### config.mk
export PLATFORM = sky130hd
export DESIGN_NAME = pb_ram_arbiter
export DESIGN_NICKNAME = d
export VERILOG_FILES = /design/src/rtl/pb_ram_arbiter.sv
export SDC_FILE = /design/constraint.sdc
export NUM_CORES = 1
export LEC_CHECK = 0
export ABC_CLOCK_PERIOD_IN_PS = 1400
export CAP_MARGIN = 30
export CORE_ASPECT_RATIO = 0.7
export CORE_MARGIN = 3
export CORE_UTILIZATION = 30
export DETAILED_ROUTE_END_ITERATION = 12
export GPL_ROUTABILITY_DRIVEN = 0
export PLACE_DENSITY = 0.74
export SLEW_MARGIN = 10
export SYNTH_ARGS = -nofsm -noshare
export SYNTH_HDL_FRONTEND = slang
export SYNTH_SLANG_ARGS = --single-unit
### constraint.sdc
create_clock -name clk -period 1.4 [get_ports clk]
set_input_delay 0.28 -clock clk [delete_from_list [all_inputs] [get_ports clk]]
set_output_delay 0.28 -clock clk [all_outputs]
set_load 0.02 [all_outputs]
### src/rtl/pb_ram_arbiter.sv
// rtl/pb_ram_arbiter.sv - two-requester arbiter/sequencer for one shared single-port block RAM
// Round-robin by default; define PB_ARB_FIXED_PRIO_EN for fixed r0 priority on ties.
module pb_ram_arbiter #(
  parameter int AW = 8,
  parameter int DW = 8
) (
  input  logic          clk,
  input  logic          reset,
  input  logic          r0_valid,
  input  logic          r0_we,
  input  logic          r0_lock,
  input  logic [AW-1:0] r0_addr,
  input  logic [DW-1:0] r0_wdata,
  output logic          r0_ready,
  output logic          r0_rvalid,
  output logic [DW-1:0] r0_rdata,
  input  logic          r1_valid,
  input  logic          r1_we,
  input  logic          r1_lock,
  input  logic [AW-1:0] r1_addr,
  input  logic [DW-1:0] r1_wdata,
  output logic          r1_ready,
  output logic          r1_rvalid,
  output logic [DW-1:0] r1_rdata,
  output logic          ram_en,
  output logic          ram_we,
  output logic [AW-1:0] ram_addr,
  output logic [DW-1:0] ram_din,
  input  logic [DW-1:0] ram_dout
);

  typedef enum logic [1:0] {IDLE, WR, RD1, RD2} state_t;

  state_t state, state_next;

  logic          lock_active;
  logic          lock_owner;
  logic          gnt;
  logic          sel0, sel1;
  logic          accept;
  logic          acc_id;
  logic          acc_we;
  logic          acc_lock;
  logic [AW-1:0] acc_addr;
  logic [DW-1:0] acc_wdata;

`ifndef PB_ARB_FIXED_PRIO_EN
  logic          last_grant;
`endif

  // A locked owner excludes the other side entirely; otherwise ties are broken here.
  always_comb begin
    sel0 = 1'b0;
    sel1 = 1'b0;
    if (lock_active) begin
      sel0 = ~lock_owner;
      sel1 = lock_owner;
    end else if (r0_valid && r1_valid) begin
`ifdef PB_ARB_FIXED_PRIO_EN
      sel0 = 1'b1;
`else
      sel0 = last_grant;
      sel1 = ~last_grant;
`endif
    end else begin
      sel0 = 1'b1;
      sel1 = 1'b1;
    end
  end

  assign r0_ready  = (state == IDLE) & ~reset & r0_valid & sel0;
  assign r1_ready  = (state == IDLE) & ~reset & r1_valid & sel1;
  assign accept    = r0_ready | r1_ready;
  assign acc_id    = r1_ready;
  assign acc_we    = acc_id ? r1_we    : r0_we;
  assign acc_lock  = acc_id ? r1_lock  : r0_lock;
  assign acc_addr  = acc_id ? r1_addr  : r0_addr;
  assign acc_wdata = acc_id ? r1_wdata : r0_wdata;

  always_ff @(posedge clk) begin
    if (reset) state <= IDLE;
    else       state <= state_next;
  end

  always_comb begin
    state_next = state;
    case (state)
      IDLE:    if (accept) state_next = acc_we ? WR : RD1;
      WR:      state_next = IDLE;
      RD1:     state_next = RD2;
      RD2:     state_next = IDLE;
      default: state_next = IDLE;
    endcase
  end

  // RAM strobes are launched from the accept so they land in WR/RD1 and self-clear after.
  always_ff @(posedge clk) begin
    if (reset) begin
      lock_active <= 1'b0;
      lock_owner  <= 1'b0;
      gnt         <= 1'b0;
`ifndef PB_ARB_FIXED_PRIO_EN
      last_grant  <= 1'b1;
`endif
      ram_en      <= 1'b0;
      ram_we      <= 1'b0;
      ram_addr    <= '0;
      ram_din     <= '0;
      r0_rvalid   <= 1'b0;
      r1_rvalid   <= 1'b0;
      r0_rdata    <= '0;
      r1_rdata    <= '0;
    end else begin
      ram_en    <= 1'b0;
      ram_we    <= 1'b0;
      ram_addr  <= '0;
      ram_din   <= '0;
      r0_rvalid <= 1'b0;
      r1_rvalid <= 1'b0;
      if (accept) begin
        gnt         <= acc_id;
`ifndef PB_ARB_FIXED_PRIO_EN
        last_grant  <= acc_id;
`endif
        lock_active <= acc_lock;
        lock_owner  <= acc_id;
        ram_en      <= 1'b1;
        ram_we      <= acc_we;
        ram_addr    <= acc_addr;
        ram_din     <= acc_we ? acc_wdata : '0;
      end
      if (state == RD2) begin
        if (gnt) begin
          r1_rdata  <= ram_dout;
          r1_rvalid <= 1'b1;
        end else begin
          r0_rdata  <= ram_dout;
          r0_rvalid <= 1'b1;
        end
      end
    end
  end

endmodule
==> results of run 1 <==
per-stage QoR:
step	cells	util, %	hold slack, ps	total power (uW)
final	318	57.90	456.3	2870
after global routing	318	57.90	481.6	2986
after CTS	315	56.52	456.4	2849
after detailed placement	305	54.14	447.3	1876
after global placement	305	54.14	441.5	1869
after floorplan	150	-	405.5	1550
worst paths after layout:
path | start | end | slack (ps) | depth (start not counted)
setup / recovery | state[1] | r0_ready | -140 | 3
hold / removal | r1_rdata[7] | r1_rdata[7] | 460 | 2
setup reg to reg | state[1] | lock_active | -60 | 6
hold reg to reg | r1_rdata[7] | r1_rdata[7] | 460 | 2
logic make-up (layout without fill, tap and decap cells):
| logic type | Yosys count | in the layout |
|---|---|---|
| buffers and inverters | 12 | 114 |
| AND/OR/NAND/NOR | 57 | 57 |
| AO/OA/AOI/OAI | 40 | 40 |
| flip-flops | 41 | 41 |
per-layer routing:
layer	global-route usage, %	wire length [um]	vias to the layer above
li1	-	-	726
met1	18.76	1995	653
met2	22.19	1977	51
met3	4.756	276	3
met4	4.015	15	0
met5	0	0	-
worst register-to-register path, stage by stage (launching register included):
cell	delay [ps]
dfxtp_2	340
nor3_4	240
and4_4	270
buf_4	140
buf_8	110
a21oi_1	50
a221oi_2	220
sequential cells by signal, indices dropped and copies added (netlist names):
name	flops
lock_active	1
r1_rdata	8
state	2
ram_we	1
ram_addr	8
gnt	1
ram_en	1
r1_rvalid	1
r0_rvalid	1
last_grant	1
r0_rdata	8
ram_din	8
synthesized netlist by cell type:
cell type,number
nand2b_2,1
nand4b_1,1
and4_4,1
clkbuf_1,3
nand3_1,1
a221oi_2,1
o21ai_1,1
nand2_1,35
a311oi_1,2
and2_1,1
o21ai_0,1
or2_2,2
and3_1,2
buf_1,1
dfxtp_1,41
nand3b_1,2
a22o_1,16
inv_1,3
buf_6,2
nand2b_1,4
nor4_4,1
nor3_4,1
nor2_1,4
nand4_2,1
buf_2,3
o2111a_2,1
o21bai_1,1
a21oi_1,17
power groups by stage:
stage	Clock (uW)	Sequential [uW]	Combinational (uW)
after detailed placement	0	1300	579
after global placement	0	1300	573
after global routing	1070	1280	636
after CTS	1020	1270	560
after floorplan	0	1370	181
final	1010	1270	593
area by class of cell:
class	count	area (sq um)	area share, %
clock buffer	6	82.58	3.149
multi-input combinational	97	606.8	23.14
tap	66	82.58	3.149
inverter	3	11.26	0.4294
sequential	41	828.3	31.58
clock inverter	2	37.54	1.431
timing repair buffer	103	973.4	37.12
timing repair:
item / in CTS / in global routing
cloned: 1 / 1
setup endpoints to repair: 51 / 14
hold endpoints to repair: 0 / 0
hold buffers: 0 / 0
buffers inserted: 1 / 2
resized for setup: 58 / 7
pin swaps: 8 / 3
==> summary.txt, run 1 <==
Status
  • Status: finished, violations left
  • Failing checks: negative setup slack

Layout
  • Fin area: 0.002623 sq mm
  • Nets@finish: 299
  • Inserted Diodes: 0
  • Filler cells: 423
  • Most frequent cells in the layout: clkdlybuf4s50_1 (44), dlygate4sd2_1 (39), dfxtp_1 (37), nand2_1 (35), a21oi_1 (17)
  • Area growth, synth to finish: 77.93%
  • Layout cell share with drive strength beyond 1: 17.06%
  • Most common cell after layout, fill and taps aside: clkdlybuf4s50_1

Power and ir drop
  • VDD IR-drop max: 0.0004887 V
  • Comb pwr share: 20.7%
  • Clock Power Share: 35.0%
  • Leak: 0.001162 uW
  • P_sw: 718.2 uW
  • Cell Pwr Density: 1094 mW/mm^2
  • Reg power frac: 44.3%
  • Pint: 2152 uW
  • Net Sw Frac: 25.02%

Synth
  • Cells after synthesis: 150
  • Synth Warn #: 0
  • Yosys top cell by area: dfxtp_1
  • Simple-Gate Fraction of Synth Area: 20.46%
  • Multiplexer area fraction after synthesis: 0%
  • Mapped cell area: 0.001474 sq mm
  • Synthesized flop and latch total: 41
  • Synthesized area per cell: 9.826 sq um
  • Distinct cells, synth: 28
  • Main combinational cell family by area after synthesis: simple AND/OR/NAND/NOR gates
  • Post-synth top area share: 55.69%
  • Syn nets: 198
  • Synth Area in XOR/XNOR: 0%
  • Synth Area in Adders: 0%
  • Top cells by area, synth: dfxtp_1 (56%), a22o_1 (9.5%), nand2_1 (8.9%), a21oi_1 (5.8%), nand2b_1 (1.7%)
  • Sequential-to-total area share from yosys stat: 55.69%
  • Post-synthesis compound-gate area fraction: 19.52%

Timing
  • Setup TNS: -642.3 ps
  • Min Tclk post-route: 1543 ps
  • Slew @ Worst Pin: 430.8 ps
  • Final WS setup: -143.3 ps
  • Worst Skew: 3.409 ps
  • Max frequency: 0.6480 GHz
  • Tcrit/Tclk final: 110.2%
  • Slew HR: 71.20%
  • Hold Vio Cnt, Final: 0
  • Slew Viols, Final: 0
  • Final setup fails: 14
  • RSZ-0062 raised after global routing: yes

Place
  • Number of I/O port buffers: 85
  • DP Worst Slack: -704.3 ps
  • Hpwl dp: 2972 um
  • Placed cell area: 0.002452 sq mm

Floorplanning
  • FP Rows: 20
  • Starting Density: 32.54%
  • Area of the core: 0.004529 sq mm
  • Die Height: 64.65 um
  • Die area: 0.005804 sq mm
  • Horiz. Die Dim: 89.78 um
  • Top Ports: 86

Worst setup path
  • Worst setup EP type: output pin
  • CP top delay family: flip-flops
  • Critical path fanouts, max: 3
  • Critical path, cell by cell: nor3_4 -> o2111a_2 -> buf_6
  • Bufs and invs on worst path: 1
  • Startpoint Class: flip-flop
  • Kind of critical path: reg2out
  • Worst path slowest cell: dfxtp_2
  • Worst path arrival time: 1260 ps
  • CP required: 1120 ps
  • Largest stage delay, worst path: 340 ps

Drt
  • DRC viols: 0
  • Via count: 1,433
  • WL/cell: 13.41 um
  • Drt via density: 4.506
  • Antenna-violating nets left: 0
  • Detailed router's first-iteration violation count: 54
  • Drt pass-1 iters: 4
  • Final wirelength: 4264 um

GRT
  • Largest net degree at the start of global routing: 25
  • First-pass GRT wire length: 6630 um
  • GRT Total Usage: 14.19%
  • Gr ovfl total: 0
  • Antenna violations before repair: 0
  • Vias in the first global route: 1,390

Clocking
  • Longest Clk Path Bufs: 2
  • TritonCTS Buffers: 5
  • CTS tree: yes
  • Root Driver: clkbuf_8
  • CTS Sinks: 41
  • Worst skew pair latency: 290 ps
  • Total number of H-tree levels: 2
  • Clk slew on worst S/H paths: 80 ps

Job
  • Max Cap Viol: 0

Min path
  • Min-delay worst type: reg2reg
Note: power is estimated with default switching activity, not from simulation.
==> run 2: changes to the inputs <==
--- a/config.mk
+++ b/config.mk
@@ -5,14 +5,15 @@
 export SDC_FILE = /design/constraint.sdc
 export NUM_CORES = 1
 export LEC_CHECK = 0
-export ABC_CLOCK_PERIOD_IN_PS = 1400
+export ABC_CLOCK_PERIOD_IN_PS = 1600
 export CAP_MARGIN = 30
 export CORE_ASPECT_RATIO = 0.7
 export CORE_MARGIN = 3
 export CORE_UTILIZATION = 30
+export CTS_CLUSTER_SIZE = 12
 export DETAILED_ROUTE_END_ITERATION = 12
 export GPL_ROUTABILITY_DRIVEN = 0
-export PLACE_DENSITY = 0.74
+export PLACE_DENSITY = 0.71
 export SLEW_MARGIN = 10
 export SYNTH_ARGS = -nofsm -noshare
 export SYNTH_HDL_FRONTEND = slang
==> constraint.sdc (replaced) <==
create_clock -name clk -period 1.6 [get_ports clk]
set_input_delay 0.32 -clock clk [delete_from_list [all_inputs] [get_ports clk]]
set_output_delay 0.32 -clock clk [all_outputs]
set_load 0.02 [all_outputs]
==> summary.txt, run 2 (synthesized netlist as in run 1, its figures left out) <==
Place
  • Number of I/O port buffers: 85 (unchanged)
  • Placed cells: 306 (+0.33%)
  • Hpwl dp: 2946 um (-0.87%)
  • Placed cell area: 0.002460 sq mm (+0.31%)

Timing
  • RSZ-0062 raised after global routing: yes
  • Min Tclk post-route: 1550 ps
  • Slew HR: 72.65% (+1.5 points)
  • Tcrit/Tclk final: 96.87%
  • Final setup fails: 0 (-14)
  • Max frequency: 0.6452 GHz
  • Worst Skew: 6.859 ps (+3.450 ps)
  • Setup TNS: 0 ps (+642.3 ps)
  • Slew @ Worst Pin: 409.1 ps (-21.71 ps)
  • Slew Viols, Final: 0 (unchanged)
  • Hold Vio Cnt, Final: 0 (unchanged)

Clocking
  • CTS Hold Buffers Added: 0 (unchanged)
  • Clk slew on worst S/H paths: 70 ps (about the same)
  • Longest Clk Path Bufs: 2 (unchanged)
  • Root Driver: clkbuf_8
  • CTS Sinks: 41 (unchanged)
  • CTS tree: yes
  • Worst skew pair latency: 280 ps (about the same)
  • Total number of H-tree levels: 2 (unchanged)
  • TritonCTS Buffers: 5 (unchanged)

Job
  • Max Cap Viol: 0 (unchanged)

Floorplanning
  • FP Rows: 20 (unchanged)
  • Starting Density: 32.54% (unchanged)
  • Die Height: 64.65 um (unchanged)
  • Area of the core: 0.004529 sq mm (unchanged)
  • Top Ports: 86 (unchanged)
  • Die area: 0.005804 sq mm (unchanged)
  • Horiz. Die Dim: 89.78 um (unchanged)

Layout
  • Non-filler cells, final: 316 (-0.63%)
  • Nets@finish: 298 (-0.33%)
  • Most common cell after layout, fill and taps aside: clkdlybuf4s50_1
  • Area of the multi-input gates: 589.3 sq um (-2.9%)
  • Layout cell share with drive strength beyond 1: 14.80% (-2.3 points)
  • Most frequent cells in the layout: clkdlybuf4s50_1 (75), dfxtp_1 (39), nand2_1 (35), a21oi_1 (17), buf_4 (17)
  • Filler cells: 428 (+1.2%)
  • Util after Layout: 57.18% (-0.72 points)
  • Fin area: 0.002590 sq mm (-1.2%)
  • Inserted Diodes: 0 (unchanged)
  • Sequential cell area: 823.3 sq um (-0.60%)
  • Area growth, synth to finish: 75.72%

GRT
  • Gr ovfl total: 0 (unchanged)
  • Largest net degree at the start of global routing: 25 (unchanged)
  • First-pass GRT wire length: 6486 um (-2.2%)
  • Vias in the first global route: 1,332 (-4.2%)
  • GRT Total Usage: 13.92% (-0.27 points)
  • Antenna violations before repair: 0 (unchanged)

Min path
  • Min-delay worst type: reg2reg

Worst setup path
  • Startpoint Class: flip-flop
  • Critical path fanouts, max: 2 (-1)
  • Largest stage delay, worst path: 610 ps (+270 ps)
  • CP top delay family: buffers and inverters
  • Kind of critical path: reg2out
  • Bufs and invs on worst path: 1 (unchanged)
  • Worst path slowest cell: clkdlybuf4s50_1
  • Critical path, cell by cell: clkdlybuf4s50_1
  • CP required: 1280 ps (+160 ps)
  • Worst path arrival time: 1230 ps (-30 ps)
  • Worst setup EP type: output pin

Drt
  • Drt via density: 4.434 (-1.6%)
  • Via count: 1,401 (-2.2%)
  • Drt pass-1 iters: 4 (unchanged)
  • Detailed router's first-iteration violation count: 62 (+15%)
  • DRC viols: 0 (unchanged)
  • WL/cell: 12.68 um (-5.4%)
  • Antenna-violating nets left: 0 (unchanged)
  • Final wirelength: 4007 um (-6.0%)

Status
  • Status: finished, final reports clean

Power and ir drop
  • VDD IR-drop max: 0.0004167 V (-15%)
  • Leak: 0.001067 uW (-8.2%)
  • Cell Pwr Density: 889.8 mW/mm^2 (-19%)
  • Total Power: 2305 uW (-20%)
[run 2: area by class of cell]
| type | count | share of cell area, % |
|---|---|---|
| clock inverter | 1 | 0.2899 |
| clock buffer | 6 | 3.188 |
| multi-input combinational | 97 | 22.75 |
| inverter | 3 | 0.4348 |
| tap | 66 | 3.188 |
| sequential | 41 | 31.79 |
| timing repair buffer | 102 | 38.36 |
[run 2: timing repair]
action | CTS | global route
endpoints found under the setup margin | 10 | 16
setup buffers | 2 | 1
gates resized for setup | 12 | 10
pin swaps | 1 | 4
[run 2: stage by stage]
stage,hold slack (ps),setup slack (ps)
after floorplan,442.3,168.2
after global placement,443.4,-573.5
after detailed placement,447.5,-578.5
after CTS,458.5,2.329
after global routing,487.2,-11.95
final,456.5,50.14
[run 2: worst min-delay path, delay by kind of cell, from the launching register on]
kind	cells	cell delay [ps]
and+or+nand+nor	1	50
DFF	1	310
AOI/OAI and AO/OA	1	50
[run 2: layer usage]
metal | global-route usage (%) | part of all wire, % | vias up | routed length [um]
met5 | 0 | 0 | - | 0
met1 | 19.15 | 50 | 631 | 1994
met2 | 21.25 | 43 | 51 | 1737
met4 | 2.294 | 0.10 | 0 | 4
met3 | 5.104 | 6.8 | 2 | 271
li1 | - | - | 717 | -
[run 2: final timing paths]
check               from     endpoint  slack, ps  cells after the start
max          r0_rdata[4]  r0_rdata[4]         50                      1
min          r1_rdata[1]  r1_rdata[1]        460                      2
max reg2reg   last_grant   ram_din[5]         70                      6
min reg2reg  r1_rdata[1]  r1_rdata[1]        460                      2
[run 2: report_power, final]
| group | internal (uW) | switching, uW |
|---|---|---|
| combinational | 302 | 216 |
| sequential | 1080 | 28.3 |
| clock | 341 | 332 |
==> run 3: changes to the inputs <==
--- a/config.mk
+++ b/config.mk
@@ -7,13 +7,13 @@
 export LEC_CHECK = 0
 export ABC_CLOCK_PERIOD_IN_PS = 1600
 export CAP_MARGIN = 30
-export CORE_ASPECT_RATIO = 0.7
 export CORE_MARGIN = 3
 export CORE_UTILIZATION = 30
 export CTS_CLUSTER_SIZE = 12
 export DETAILED_ROUTE_END_ITERATION = 12
 export GPL_ROUTABILITY_DRIVEN = 0
-export PLACE_DENSITY = 0.71
+export PLACE_DENSITY = 0.64
+export RECOVER_POWER = 25
 export SLEW_MARGIN = 10
 export SYNTH_ARGS = -nofsm -noshare
 export SYNTH_HDL_FRONTEND = slang
==> summary.txt, run 3 (synthesized netlist as in run 1, its figures left out) <==
GRT
  • GRT Total Usage: 13.26% (-0.66 points)
  • M3 GR Usage: 5.792% (+0.69 points)
  • Gr ovfl total: 0 (unchanged)
  • Met1 GRT Util: 15.92% (-3.2 points)
  • Vias in the first global route: 1,359 (+2.0%)
  • Antenna violations before repair: 0 (unchanged)
  • Most used routing layer: met2
  • First-pass GRT wire length: 6306 um (-2.8%)
  • GR Util met2: 21.28% (+0.022 points)
  • Largest net degree at the start of global routing: 25 (unchanged)

Drt
  • Drt via density: 4.457 (+0.53%)
  • DRC viols: 0 (unchanged)
  • Antenna-violating nets left: 0 (unchanged)
  • Final wirelength: 3758 um (-6.2%)
  • WL/cell: 11.93 um (-5.9%)
  • Detailed router's first-iteration violation count: 112 (+81%)
  • Via count: 1,404 (+0.21%)
  • Drt pass-1 iters: 4 (unchanged)

Timing
  • Worst Skew: 4.989 ps (-1.870 ps)
  • Tcrit/Tclk final: 96.70% (-0.17 points)
  • Max frequency: 0.6464 GHz (+0.18%)
  • Hold Vio Cnt, Final: 0 (unchanged)
  • Final WS setup: 52.87 ps (+2.721 ps)
  • Slew HR: 75.59% (+2.9 points)
  • Min Tclk post-route: 1547 ps (-2.721 ps)
  • Slew @ Worst Pin: 365.1 ps (-44.05 ps)
  • Final setup fails: 0 (unchanged)
  • Slew Viols, Final: 0 (unchanged)
  • Setup TNS: 0 ps (unchanged)

Layout
  • Layout cell share with drive strength beyond 1: 14.40% (-0.40 points)
  • Area growth, synth to finish: 73.94%
  • Most frequent cells in the layout: clkdlybuf4s50_1 (77), dfxtp_1 (39), nand2_1 (35), a21oi_1 (17)
  • Nets@finish: 297 (-0.34%)
  • Inserted Diodes: 0 (unchanged)
  • Util after Layout: 56.54% (-0.64 points)
  • Most common cell after layout, fill and taps aside: clkdlybuf4s50_1
  • Filler cells: 429 (+0.23%)
  • Non-filler cells, final: 315 (-0.32%)

Power and ir drop
  • Total Power: 2448 uW (+6.2%)
  • Leak: 0.0009713 uW (-9.0%)
  • VDD IR-drop max: 0.0005359 V (+29%)
  • Cell Pwr Density: 954.9 mW/mm^2 (+7.3%)

Floorplanning
  • Starting Density: 32.51% (-0.036 points)
  • Die area: 0.005790 sq mm (-0.22%)
  • Area of the core: 0.004534 sq mm (+0.11%)
  • Top Ports: 86 (unchanged)
  • FP Rows: 24 (+20%)
  • Die Height: 76.10 um (+18%)
  • Horiz. Die Dim: 76.10 um (-15%)

Place
  • Number of I/O port buffers: 85 (unchanged)
  • Placed cells: 304 (-0.65%)
  • Hpwl dp: 2813 um (-4.5%)
  • DP Worst Slack: -531.8 ps (+46.63 ps)

Worst setup path
  • Critical path, cell by cell: clkdlybuf4s50_1
  • Largest stage delay, worst path: 600 ps (about the same)
  • Worst path arrival time: 1230 ps (about the same)
  • Bufs and invs on worst path: 1 (unchanged)
  • Critical path fanouts, max: 2 (unchanged)
  • CP required: 1280 ps (about the same)
  • Worst setup EP type: output pin
  • CP top delay family: buffers and inverters
  • Kind of critical path: reg2out
  • Worst path slowest cell: clkdlybuf4s50_1
  • Startpoint Class: flip-flop

Clocking
  • Worst skew pair latency: 280 ps (about the same)
  • CTS Sinks: 41 (unchanged)
  • CTS Hold Buffers Added: 0 (unchanged)
  • Root Driver: clkbuf_8
  • Longest Clk Path Bufs: 2 (unchanged)
  • Total number of H-tree levels: 2 (unchanged)
  • TritonCTS Buffers: 5 (unchanged)
  • CTS tree: yes
  • Clk slew on worst S/H paths: 70 ps (about the same)

Job
  • Max Cap Viol: 0 (unchanged)

Min path
  • Min-delay worst type: reg2reg

Status
  • Status: finished, final reports clean
==> run 3: cell count changes in the layout (fill, tap and decap cells not counted), sizes merged <==
cell	previous run	this run
clkbuf	6	11
dlymetal6s2s	6	1
clkinvlp	1	0
buf	19	17
clkdlybuf4s50	75	77
bufinv	0	1
==> run 3: repair_timing <==
item,4_1_cts,5_1_grt
setup buffers,1,2
resized for setup,12,6
setup endpoints to repair,10,14
pin swaps,1,3
==> run 3: area by class of cell <==
type                            count  area, sq um  share of cell area [%]
Tap cell                           65        81.33                   3.172
Inverter                            3        11.26                  0.4392
Clock buffer                        7        86.33                   3.367
Multi-Input combinational cell     97        590.6                   23.04
Timing Repair Buffer              101        940.9                   36.70
Sequential cell                    41        823.3                   32.11
Clock inverter                      1        30.03                   1.171
==> run 3: path summary, 6_finish.rpt <==
path                             startpoint     endpoint  slack, ps  cells past startpoint
worst max register to register   last_grant   ram_din[0]         90                      5
worst min-delay path            r1_rdata[3]  r1_rdata[3]        450                      2
worst max-delay path            r1_rdata[0]  r1_rdata[0]         50                      1
worst min register to register  r1_rdata[3]  r1_rdata[3]        450                      2
==> run 3: power breakdown <==
group          switching (uW)  total [uW]  internal (uW)
Clock                     324         833            508
Combinational             209         500            292
Sequential               30.0        1110           1080
Total                     563        2450           1890
==> run 3: stage by stage <==
| step | area [sq um] | hold slack [ps] |
|---|---|---|
| final | 2564 | 454.4 |
| after global placement | 2451 | 441.8 |
| after CTS | 2566 | 458.1 |
| after floorplan | 1474 | 442.3 |
| after detailed placement | 2451 | 447.6 |
| after global routing | 2564 | 477.0 |
==> run 3: per-layer routing <==
layer / wire length [um] / vias up
li1: - / 718
met1: 1648 / 619
met2: 1718 / 63
met3: 353 / 4
met4: 38 / 0
met5: 0 / -
